### config.mk
export PLATFORM = sky130hd
export DESIGN_NAME = snake_score_bcd_flat
export DESIGN_NICKNAME = d
export VERILOG_FILES = /design/src/rtl/snake_score_bcd_pkg.sv /design/src/rtl/snake_score_bcd_if.sv /design/src/rtl/snake_score_bcd_bin2bcd.sv /design/src/rtl/snake_score_bcd.sv /design/src/flat_wrapper.sv
export SDC_FILE = /design/constraint.sdc
export NUM_CORES = 1
export LEC_CHECK = 0
export CAP_MARGIN = 0
export CORE_ASPECT_RATIO = 1.1
export CORE_MARGIN = 1
export CORE_UTILIZATION = 53
export DETAILED_ROUTE_END_ITERATION = 8
export PLACE_DENSITY = 0.75
export SLEW_MARGIN = 20
export SYNTH_ARGS = -nofsm -noshare
export SYNTH_HDL_FRONTEND = slang
export SYNTH_SLANG_ARGS = --single-unit
### constraint.sdc
create_clock -name clk -period 2.6 [get_ports clk]
set_input_delay 0.78 -clock clk [delete_from_list [all_inputs] [get_ports clk]]
set_output_delay 0.78 -clock clk [all_outputs]
set_load 0.05 [all_outputs]
### src/rtl/snake_score_bcd_pkg.sv
// Shared constants, converter state type and the BCD add-3 helper for the
// snake score display path.
package snake_score_pkg;

    localparam int SCORE_W_DEFAULT   = 7;
    localparam int MAX_SCORE_DEFAULT = 99;
    localparam int BCD_DIGITS        = 2;
    localparam int BCD_W             = 4 * BCD_DIGITS;

    typedef enum logic [1:0] {
        IDLE  = 2'd0,
        SHIFT = 2'd1,
        DONE  = 2'd2
    } conv_state_t;

    // Double-dabble correction: every nibble of 5 or more gets +3 so that the
    // following left shift carries correctly into the next decimal digit.
    function automatic logic [BCD_W-1:0] bcd_add3(input logic [BCD_W-1:0] bcd);
        logic [BCD_W-1:0] res;
        res = bcd;
        for (int d = 0; d < BCD_DIGITS; d++) begin
            if (bcd[4*d +: 4] >= 4'd5) begin
                res[4*d +: 4] = bcd[4*d +: 4] + 4'd3;
            end else begin
                res[4*d +: 4] = bcd[4*d +: 4];
            end
        end
        return res;
    endfunction

endpackage

### src/rtl/snake_score_bcd_if.sv
// Game-event inputs and BCD display outputs of the score block.
interface snake_score_bcd_if;
    import snake_score_pkg::*;

    logic             inc;
    logic             clr;
    logic             show_hi;
    logic [BCD_W-1:0] ans;
    logic             ans_valid;
    logic             busy;
    logic             sat;

    // Game logic / bench side
    modport master (
        output inc, clr, show_hi,
        input  ans, ans_valid, busy, sat
    );

    // Score block side
    modport slave (
        input  inc, clr, show_hi,
        output ans, ans_valid, busy, sat
    );

endinterface

### src/rtl/snake_score_bcd_bin2bcd.sv
// Sequential binary-to-BCD converter (shift-add-3). Starts a conversion
// whenever its input differs from the last value converted, and only
// updates the registered ans once the full result is ready.
module bin2bcd_seq
    import snake_score_pkg::*;
#(
    parameter int SCORE_W = SCORE_W_DEFAULT
) (
    input  logic               clk,
    input  logic               rst_n,
    input  logic [SCORE_W-1:0] bin,
    output logic [BCD_W-1:0]   ans,
    output logic               ans_valid,
    output logic               busy
);

    localparam int CNT_W = (SCORE_W > 1) ? $clog2(SCORE_W) : 1;
    localparam logic [CNT_W-1:0] LAST_STEP = CNT_W'(SCORE_W - 1);

    conv_state_t        state_r,    state_next_s;
    logic [SCORE_W-1:0] shift_r,    shift_next_s;
    logic [BCD_W-1:0]   bcd_r,      bcd_next_s;
    logic [CNT_W-1:0]   cnt_r,      cnt_next_s;
    logic [SCORE_W-1:0] last_bin_r, last_bin_next_s;
    logic [BCD_W-1:0]   ans_r,      ans_next_s;
    logic               valid_r,    valid_next_s;
    logic               busy_r,     busy_next_s;
    logic [BCD_W-1:0]   adj_s;

    // Next-state and datapath for the IDLE -> SHIFT x SCORE_W -> DONE sequence
    always_comb begin
        state_next_s    = state_r;
        shift_next_s    = shift_r;
        bcd_next_s      = bcd_r;
        cnt_next_s      = cnt_r;
        last_bin_next_s = last_bin_r;
        ans_next_s      = ans_r;
        valid_next_s    = 1'b0;
        adj_s           = bcd_add3(bcd_r);

        case (state_r)
            IDLE: begin
                if (bin != last_bin_r) begin
                    shift_next_s    = bin;
                    last_bin_next_s = bin;
                    bcd_next_s      = {BCD_W{1'b0}};
                    cnt_next_s      = {CNT_W{1'b0}};
                    state_next_s    = SHIFT;
                end else begin
                    state_next_s    = IDLE;
                end
            end
            SHIFT: begin
                {bcd_next_s, shift_next_s} = {adj_s, shift_r} << 1'b1;
                cnt_next_s = cnt_r + CNT_W'(1);
                if (cnt_r == LAST_STEP) begin
                    state_next_s = DONE;
                end else begin
                    state_next_s = SHIFT;
                end
            end
            DONE: begin
                ans_next_s   = bcd_r;
                valid_next_s = 1'b1;
                state_next_s = IDLE;
            end
            default: begin
                state_next_s = IDLE;
            end
        endcase

        busy_next_s = (state_next_s != IDLE);
    end

    // Converter state and registered outputs
    always_ff @(posedge clk or negedge rst_n) begin
        if (!rst_n) begin
            state_r    <= IDLE;
            shift_r    <= {SCORE_W{1'b0}};
            bcd_r      <= {BCD_W{1'b0}};
            cnt_r      <= {CNT_W{1'b0}};
            last_bin_r <= {SCORE_W{1'b0}};
            ans_r      <= {BCD_W{1'b0}};
            valid_r    <= 1'b0;
            busy_r     <= 1'b0;
        end else begin
            state_r    <= state_next_s;
            shift_r    <= shift_next_s;
            bcd_r      <= bcd_next_s;
            cnt_r      <= cnt_next_s;
            last_bin_r <= last_bin_next_s;
            ans_r      <= ans_next_s;
            valid_r    <= valid_next_s;
            busy_r     <= busy_next_s;
        end
    end

    assign ans       = ans_r;
    assign ans_valid = valid_r;
    assign busy      = busy_r;

endmodule

### src/rtl/snake_score_bcd.sv
// Apple counter with saturating score, high score and sticky saturation flag;
// the selected value is converted to two BCD digits for the display.
module snake_score_bcd
    import snake_score_pkg::*;
#(
    parameter int SCORE_W   = SCORE_W_DEFAULT,
    parameter int MAX_SCORE = MAX_SCORE_DEFAULT
) (
    input  logic              clk,
    input  logic              rst_n,
    snake_score_bcd_if.slave  bus
);

    localparam logic [SCORE_W-1:0] MAX_V = SCORE_W'(MAX_SCORE);

    logic [SCORE_W-1:0] score_r, score_next_s;
    logic [SCORE_W-1:0] hi_r,    hi_next_s;
    logic               sat_r,   sat_next_s;
    logic [SCORE_W-1:0] sel_s;

    // Score update: clear beats increment, increment saturates at MAX_SCORE
    always_comb begin
        score_next_s = score_r;
        sat_next_s   = sat_r;
        if (bus.clr) begin
            score_next_s = {SCORE_W{1'b0}};
            sat_next_s   = 1'b0;
        end else if (bus.inc && (score_r < MAX_V)) begin
            score_next_s = score_r + SCORE_W'(1);
        end else if (bus.inc) begin
            sat_next_s   = 1'b1;
        end else begin
            score_next_s = score_r;
        end
    end

    // High score follows the new score whenever it would be exceeded
    always_comb begin
        if (score_next_s > hi_r) begin
            hi_next_s = score_next_s;
        end else begin
            hi_next_s = hi_r;
        end
    end

    // Display source selection
    always_comb begin
        if (bus.show_hi) begin
            sel_s = hi_r;
        end else begin
            sel_s = score_r;
        end
    end

    // Score, high score and saturation registers
    always_ff @(posedge clk or negedge rst_n) begin
        if (!rst_n) begin
            score_r <= {SCORE_W{1'b0}};
            hi_r    <= {SCORE_W{1'b0}};
            sat_r   <= 1'b0;
        end else begin
            score_r <= score_next_s;
            hi_r    <= hi_next_s;
            sat_r   <= sat_next_s;
        end
    end

    bin2bcd_seq #(
        .SCORE_W (SCORE_W)
    ) u_conv (
        .clk       (clk),
        .rst_n     (rst_n),
        .bin       (sel_s),
        .ans       (bus.ans),
        .ans_valid (bus.ans_valid),
        .busy      (bus.busy)
    );

    assign bus.sat = sat_r;

endmodule

### src/flat_wrapper.sv
// flat-port wrapper written by rule: the top's interface ports become plain ports
module snake_score_bcd_flat import snake_score_pkg::*;
#(
    parameter int SCORE_W   = SCORE_W_DEFAULT,
    parameter int MAX_SCORE = MAX_SCORE_DEFAULT
)
  (clk, rst_n, bus_inc, bus_clr, bus_show_hi, bus_ans, bus_ans_valid, bus_busy, bus_sat);
  snake_score_bcd_if bus_i ();
  input  logic clk;
  input  logic rst_n;
  input wire logic [$bits(bus_i.inc)-1:0] bus_inc;
  input wire logic [$bits(bus_i.clr)-1:0] bus_clr;
  input wire logic [$bits(bus_i.show_hi)-1:0] bus_show_hi;
  output wire logic [$bits(bus_i.ans)-1:0] bus_ans;
  output wire logic [$bits(bus_i.ans_valid)-1:0] bus_ans_valid;
  output wire logic [$bits(bus_i.busy)-1:0] bus_busy;
  output wire logic [$bits(bus_i.sat)-1:0] bus_sat;
  assign bus_i.inc = bus_inc;
  assign bus_i.clr = bus_clr;
  assign bus_i.show_hi = bus_show_hi;
  assign bus_ans = bus_i.ans;
  assign bus_ans_valid = bus_i.ans_valid;
  assign bus_busy = bus_i.busy;
  assign bus_sat = bus_i.sat;
  snake_score_bcd #(.SCORE_W(SCORE_W), .MAX_SCORE(MAX_SCORE)) u_core (.clk(clk), .rst_n(rst_n), .bus(bus_i));
endmodule
Word level (Yosys, flattened, before mapping)

Cells that the tools add are included.

Word-level logic and storage cells: 51
Register bits after elaboration: 52

Multiplexer cells: 18
Magnitude comparators: 4
Eq/ne operators: 6
Add/sub/neg operators: 4
Reduce and logical (&&, ||, !) cells: 8

Operators by type and width:

| cell                                                | count |
|---|---|
| two-way mux 7 bit                                   | 4 |
| one-hot mux 8 bit (2 select lines)                  | 1 |
| one-hot mux 7 bit (2 select lines)                  | 1 |
| >= comparator 4 x 3 -> 1 bit, second input constant | 2 |
| two-way mux 8 bit                                   | 1 |
| adder 7 x 1 -> 7 bit, second input constant         | 1 |
| > comparator 7 bit                                  | 1 |
| < comparator 7 bit, second input constant           | 1 |
| inequality test 7 bit                               | 1 |
| two-way mux 3 bit                                   | 2 |
| one-hot mux 3 bit (2 select lines)                  | 1 |
| AND reduction 2 bit                                 | 3 |
| nonzero test 2 bit                                  | 3 |
| two-way mux 1 bit                                   | 5 |
| adder 4 x 2 -> 4 bit, second input constant         | 1 |
| two-way mux 4 bit                                   | 1 |
| inequality test 2 bit, second input constant        | 2 |
| one-hot mux 2 bit (2 select lines)                  | 1 |
| adder 3 x 1 -> 3 bit, second input constant         | 1 |
| adder 3 x 2 -> 3 bit, second input constant         | 1 |
| equality test 3 bit, second input constant          | 1 |
| equality test 2 x 1 -> 1 bit, second input constant | 1 |
| equality test 2 bit, second input constant          | 1 |
| zero test 2 bit                                     | 1 |
| other kinds (2)                                     | 2 |

Logic depth before layout (Yosys ltp)

Gate-level depths: netlist of run 1.

Word-level depth: 5
Mapped depth: 11
Mapped depth without buffers: 11

Modules after synthesis

A second synthesis of run 1 with hierarchy kept.

Cell total of the unflattened synthesis: 245
Area, all modules: 2,730.1 sq um

Modules (own cells, without submodules):

| module          | area each (sq um) | cells each | seq. area each (sq um) | instances |
|---|---|---|---|---|
| bin2bcd_seq     | 1,776.7           | 156        | 925.9                  | 1 |
| snake_score_bcd | 953.4             | 89         | 375.4                  | 1 |

Worst setup path before layout of run 1

OpenSTA, ideal clock, no wires.

Path kind: register to register
Start: register u_core.score_r[0]
End: register u_core.hi_r[0]
Data arrival time: 2,663 ps
Stages on the path, launching flop included: 10
Data required time: 2,475 ps
Slack: -188 ps
Cells stage by stage: dfrtp_1 -> a2111oi_0 -> o211ai_1 -> xor2_1 -> nor2_1 -> ha_1 -> o21ai_0 -> a21oi_1 -> o22ai_1 -> mux2_2

Word-level cells in the longest chain between the ends: 5
Elaborated cells on any way between the ends: 6

Ends and longest elaborated chain:

| item                       | line                  | RTL |
|---|---|---|
| from (decl)                | snake_score_bcd.sv:16 | `logic [SCORE_W-1:0] score_r, score_next_s;` |
| from (signal assigned)     | snake_score_bcd.sv:58 | `score_r <= {SCORE_W{1'b0}};` |
| from (signal assigned)     | snake_score_bcd.sv:62 | `score_r <= score_next_s;` |
| < comparator 7 bit         | snake_score_bcd.sv:28 | `end else if (bus.inc && (score_r < MAX_V)) begin` |
| logical AND 1 bit          | snake_score_bcd.sv:28 |  |
| two-way mux 7 bit (*)      | snake_score_bcd.sv:28 |  |
| two-way mux 7 bit (*)      | snake_score_bcd.sv:25 | `if (bus.clr) begin` |
| net u_core.score_next_s[2] | snake_score_bcd.sv:16 |  |
| > comparator 7 bit (*)     | snake_score_bcd.sv:39 | `if (score_next_s > hi_r) begin` |
| to (signal assigned)       | snake_score_bcd.sv:59 | `hi_r <= {SCORE_W{1'b0}};` |
| to (signal assigned)       | snake_score_bcd.sv:63 | `hi_r <= hi_next_s;` |
| to (decl)                  | snake_score_bcd.sv:17 | `logic [SCORE_W-1:0] hi_r, hi_next_s;` |

Mark *: on every way through the listed nets, which the timed path passes. The rest lies on a longest branch.
A chain may end at the register's enable or synchronous reset.

Final worst setup path of run 1

Start: register u_core.score_r[4]
End: register u_core.hi_r[4]

Word-level cells in the longest chain between the ends: 5
Elaborated cells on any way between the ends: 6

Ends and longest elaborated chain:

| item                       | line |
|---|---|
| < comparator 7 bit         | snake_score_bcd.sv:28 |
| logical AND 1 bit          | snake_score_bcd.sv:28 |
| two-way mux 7 bit          | snake_score_bcd.sv:28 |
| two-way mux 7 bit          | snake_score_bcd.sv:25 |
| net u_core.score_next_s[2] | snake_score_bcd.sv:16 |
| > comparator 7 bit         | snake_score_bcd.sv:39 |

The timed path passes the listed nets, and every way through them passes these cells.

==> impl_results.md, run 1 <==
* Status: finished, violations left
* Failing checks: negative setup slack
* Die X at 69.42 um
* Critical path class: flip-flop to flip-flop
* Post-synth top area cell: dfrtp_1
* Max transition margin at 0.6556
* Synth top cells by count: dfrtp_1 (52), nand2_1 (30), o21ai_0 (25)
* Placed Area at 3088 um^2
* Design Area, Final at 3488 um^2
* Measured slew at the worst slew-check pin at 516.6 ps
* Vias in the first global route at 1971
* Worst setup EP type: flip-flop
* Mapped Cells at 252
* Num ports at 16
* Worst-case clock buffer depth at 2
* Post-DR wirelength/cell at 16.95 um
* Fin. Hold Viols at 0
* Initial DRC count at 170
* Cell Rows at 26
* Mapped Area at 2650 um^2
* Post-Route Skew at 13.37 ps
* Final wirelength at 6219 um
* Hold Buf Count CTS at 0
* Top cell type's share of synthesized area at 0.4910
* Unrepaired setup endpoints after global routing: yes
* Largest net degree at the start of global routing at 28
* H-Tree Depth at 2
* Setup violators final at 7
* Final net count at 329
* Clk Latency, worst-skew pair at 320 ps
* Reported leakage power at 1.600 nW
* Crit path buf inv count at 3
* Cell Chain, Critical Path: a2111oi_4 > buf_4 > o211ai_1 > xor2_1 > nor2_2 > ha_1 > buf_4 > nand3_2 > o22ai_2 > buf_4 > mux2_2
* CP delay by family, top: compound AO/OA/AOI/OAI gates
* N_diodes at 0
* Cell Pwr Density at 755.8 nW/um^2
* Initial Utilization at 0.5618
* Top_reg_cell synth: dfrtp_1
* Share of post-route cells with drive strength above 1 at 0.3280
* Reg clk slew, reported paths at 100 ps
* DRT antenna net count at 0
* TritonCTS buffer count at 5
* Core area at 4717 um^2
* Required time worst endpoint at 2810 ps
* Max cap viols at 0
* Worst Setup Slack, final at -90.32 ps
* Achievable Freq at 0.3717 GHz
* DR vias at 2040
* Area Growth Syn to Fin at 31.63%
* Die footprint at 5287 um^2
* Syn nets at 271
* Max-slew violation count at 0
* Root Driver: clkbuf_8
* CTS tree: built
* Most common cell in the netlist: dfrtp_1
* Die height at 76.16 um
* Gr usage total at 0.2224
* Vias per Instance at 5.559
* DP HPWL at 3791 um
* Crit path DAT at 2900 ps
* Setup crit start kind: flip-flop
* Total grt overflow at 0
* Critical Path Most Common Cell: buf_4
* Post-synth EDFFs at 0
* Residual DRC count at 0
* Register area share after synthesis at 0.4910
* Yosys warning count at 0
* Antenna violations before repair at 0
* # port buffers at 15
* Hold Path Class: input port to async pin
* Mean Syn Cell Area at 10.52 um^2
* Synth top area cells: dfrtp_1 (49%), ha_1 (6.6%), o21ai_0 (4.7%)
* First-pass GRT wire length at 9211 um
* Minimum clock period after layout at 2690 ps
* Worst path max stage delay at 500 ps
* Gp weighted congestion at 0.8496
* Max FO, Critical Path at 4
* Async S/R FF share, synth at 1.000
* Slowest CP cell: dfrtp_1
* Total power at 2.636 mW
* Peak supply drop at 0.4797 mV
* Synth unique cells at 38
* #FFs+latches synth at 52
* Pre-Repair DR Iteration Count at 4
* CTS sink cnt at 52
* Tcrit/Tclk final at 1.035
cell type report:
cell class / count / area, um^2
Clock buffer: 5 / 68.82
Inverter: 18 / 67.56
Tap cell: 56 / 70.07
Clock inverter: 3 / 26.28
Timing Repair Buffer: 61 / 518.0
Multi-Input combinational cell: 172 / 1433
Sequential cell: 52 / 1305
Fill cell: 305 / 1229
cells by family (layout without fill, tap and decap cells):
family / Yosys count / after routing / share of synthesized area
and+or+nand+nor: 62 / 62 / 0.1091
muxes: 25 / 25 / 0.1128
adders and majority gates: 14 / 14 / 0.06610
AOI/OAI and AO/OA: 55 / 55 / 0.1199
DFF: 52 / 52 / 0.4910
xor gates and xnor gates: 16 / 16 / 0.05288
buffers and inverters: 28 / 87 / 0.04816
registers in the layout (all words and copies together) (netlist names):
register                  flops
u_core.u_conv.ans             8
u_core.u_conv.bcd_r           8
u_core.hi_r                   7
u_core.score_r                7
u_core.u_conv.last_bin_r      7
u_core.u_conv.shift_r         7
u_core.u_conv.cnt_r           3
u_core.u_conv.state_r         2
u_core.bus.sat                1
u_core.u_conv.ans_valid       1
u_core.u_conv.busy            1
worst paths after layout:
path                                                  start                                to  slack (ps)  cells past startpoint
max                             u_core.score_r[4]$_DFF_PN0_        u_core.hi_r[4]$_DFFE_PN0N_         -90                     11
min                                                   rst_n  u_core.u_conv.ans[5]$_DFFE_PN0P_         450                      2
max reg2reg                     u_core.score_r[4]$_DFF_PN0_        u_core.hi_r[4]$_DFFE_PN0N_         -90                     11
min reg2reg                u_core.u_conv.ans[5]$_DFFE_PN0P_  u_core.u_conv.ans[5]$_DFFE_PN0P_         480                      2
max in group asynchronous                             rst_n       u_core.score_r[5]$_DFF_PN0_        1850                      2
min in group clk           u_core.u_conv.ans[5]$_DFFE_PN0P_  u_core.u_conv.ans[5]$_DFFE_PN0P_         480                      2
per-stage QoR:
step | hold slack (ps) | setup slack (ps) | instances | setup TNS, ps | util
finish | 449.8 | -90.32 | 367 | -434.1 | 0.7395
global route | 472.3 | -184.9 | 367 | -1127 | 0.7395
CTS | 459.5 | -21.65 | 359 | -40.39 | 0.7000
detailed placement | 469.1 | -767.6 | 348 | -13080 | 0.6546
global placement | 459.9 | -677.7 | 348 | -11630 | 0.6546
floorplan | 450.0 | 7.774 | 252 | 0 | -
routing by layer:
layer  vias up  part of all wire  GRT usage
met5         -                 0          0
met4         0             0.028    0.08980
met3        12             0.023    0.04762
met2        31              0.55     0.3816
met1      1025              0.40     0.2709
li1        972                 -          -
placed cells by master (no fill, tap or decap), types with 5 or more instances in the layout:
cell	count
a21oi_1	8
a21oi_2	5
buf_4	41
buf_6	5
clkbuf_8	5
clkdlybuf4s50_1	12
dfrtp_1	49
ha_1	10
inv_1	18
mux2_4	11
mux2i_1	6
nand2_1	30
nor2_1	9
o21ai_0	21
o21ai_1	5
xnor2_1	10
xor2_1	6
repair_timing:
| action | CTS | global route |
|---|---|---|
| endpoints found under the setup margin | 23 | 7 |
| resized for setup | 27 | 28 |
| setup buffers | 3 | 8 |
| pin swaps | 5 | 14 |
report_power, final:
part | internal [mW] | leakage [nW] | switching, mW
Clock | 0.196 | 0.0423 | 0.291
Combinational | 0.560 | 0.855 | 0.543
Sequential | 0.932 | 0.703 | 0.115
Total | 1.69 | 1.60 | 0.949
Note: power is estimated with default switching activity, not from simulation.
==> run 2, diff against run 1 <==
--- a/config.mk
+++ b/config.mk
@@ -10,7 +10,7 @@
 export CORE_MARGIN = 1
 export CORE_UTILIZATION = 53
 export DETAILED_ROUTE_END_ITERATION = 8
-export PLACE_DENSITY = 0.75
+export PLACE_DENSITY = 0.79
 export SLEW_MARGIN = 20
 export SYNTH_ARGS = -nofsm -noshare
 export SYNTH_HDL_FRONTEND = slang
==> impl_results.md, run 2 (synthesis results as in run 1) <==
* Status: finished, final reports clean
* M1 wire length at 2288 um
* Critical R2R Capture: u_core.hi_r[4]$_DFFE_PN0N_
* Critical path class: flip-flop to flip-flop
* Comb pwr share at 0.405
* Root Driver: clkbuf_8
* Post-DR wirelength/cell at 16.88 um
* Tcrit/Tclk final at 0.9919
* CTS sink cnt at 52
* Critical R2R Launch: u_core.score_r[2]$_DFF_PN0_
* Die X at 69.42 um
* CTS tree: built
* Clock Power Share at 0.203
* N_diodes at 0
* DP HPWL at 4151 um
* Share of post-route cells with drive strength above 1 at 0.2922
* Measured slew at the worst slew-check pin at 556.4 ps
* Cell Pwr Density at 784.5 nW/um^2
* Pre-Repair DR Iteration Count at 4
* Post-Route Skew at 6.779 ps
* Num ports at 16
* Die height at 76.16 um
* Reported leakage power at 1.592 nW
* Hold Path Class: input port to async pin
* Required time worst endpoint at 2790 ps
* Hold Buf Count CTS at 0
* Sequential power share at 0.392
* Sw Ratio at 0.3434
* DRT antenna net count at 0
* Area Growth Syn to Fin at 29.08%
* Max FO, Critical Path at 6
* Setup violators final at 0
* Met2 wire length at 3394 um
* Max-slew violation count at 0
* Minimum clock period after layout at 2579 ps
* WL met3 at 178 um
* Final TNS setup at 0 ps
* Final Core Density at 0.7252
* Commonest cells after routing, fill and taps aside: dfrtp_1 (51), buf_4 (37), nand2_1 (30)
* Reg clk slew, reported paths at 90 ps
* Initial Utilization at 0.5618
* TritonCTS buffer count at 5
* Flop2flop setup slack at 20 ps
* Initial DRC count at 100
* Worst-case clock buffer depth at 2
* Gp weighted congestion at 0.9365
* Worst Setup Slack, final at 21.13 ps
* Clk Latency, worst-skew pair at 300 ps
* Most common cell after layout, fill and taps aside: dfrtp_1
* Die footprint at 5287 um^2
* H-Tree Depth at 2
* Largest net degree at the start of global routing at 30
* Final wirelength at 6145 um
* Setup crit start kind: flip-flop
* Fin. Hold Viols at 0
* Gr usage total at 0.2513
* Core area at 4717 um^2
* Worst setup EP type: flip-flop
* Residual DRC count at 0
* Crit path DAT at 2770 ps
* Vias per Instance at 5.665
* Max transition margin at 0.6291
* Cells on worst reg2reg path at 10
* Int Power at 1.762 mW
* Antenna violations before repair at 0
* # port buffers at 15
* Peak supply drop at 0.5028 mV
* First-pass GRT wire length at 10400 um
* Hold Worst Slack at 452.5 ps
* Cell Rows at 26
* Unrepaired setup endpoints after global routing: yes
* Net switching power figure at 921.5 uW
* Max cap viols at 0
* Worst slack, placed at -741.5 ps
* Top routing layer in use: met4
* Vias in the first global route at 2222
* Final net count at 326
* Achievable Freq at 0.3878 GHz
* DR vias at 2062
* Total grt overflow at 0
## run 2: per-stage QoR
step | total power [mW] | cells | cell area, um^2
2_1_floorplan | 1.720 | 252 | 2658
3_3_place_gp | 1.980 | 347 | 3080
3_5_place_dp | 2.029 | 347 | 3080
4_1_cts | 2.662 | 358 | 3313
5_1_grt | 2.860 | 364 | 3421
6_report | 2.684 | 364 | 3421
## run 2: timing repair
item,CTS,global route
cloned,1,0
setup endpoints to repair,25,7
resized for setup,25,14
setup buffers,2,6
pin swaps,7,9
## run 2: cell type report
cell class | instances | area [um^2]
well taps | 56 | 70.07
clock inverters | 3 | 42.54
inverters | 18 | 67.56
fillers | 316 | 1296
clock buffers | 5 | 68.82
flip-flops and latches | 52 | 1303
multi-input cells | 173 | 1379
repair buffers | 57 | 490.5
## run 2: worst max-delay path: stages, from the launching register on
cell and delay [ps]:
dfrtp_1 420, o311ai_0 390, a21oi_1 140, nor3_2 210, ha_1 280, nor2b_1 140
o21ai_2 130, a21oi_2 80, o22ai_2 190, buf_6 150, mux2_2 330
## run 2: power by group through the flow
stage / logic, mW / clock network, mW / registers, mW
finish: 1.09 / 0.545 / 1.05
detailed placement: 0.971 / 0 / 1.06
floorplan: 0.661 / 0 / 1.06
global route: 1.21 / 0.585 / 1.07
CTS: 1.05 / 0.558 / 1.05
global placement: 0.929 / 0 / 1.05
## run 2: worst max path at each step
stage / from / endpoint / slack (ps) / depth (start not counted)
after floorplan: bus_clr / u_core.hi_r[0]$_DFFE_PN0N_ / 8 / 8
after global placement: bus_inc / u_core.hi_r[2]$_DFFE_PN0N_ / -610 / 11
after detailed placement: bus_inc / u_core.hi_r[1]$_DFFE_PN0N_ / -740 / 11
after CTS: bus_clr / u_core.hi_r[1]$_DFFE_PN0N_ / 2 / 9
after global routing: u_core.score_r[2]$_DFF_PN0_ / u_core.hi_r[4]$_DFFE_PN0N_ / -70 / 10
final: u_core.score_r[2]$_DFF_PN0_ / u_core.hi_r[4]$_DFFE_PN0N_ / 20 / 10
## run 2: per-layer routing
metal  GRT usage  vias up
met5           0        -
met4      0.1388        0
met3     0.04894       27
met2      0.4641       48
met1      0.2634     1009
li1            -      978
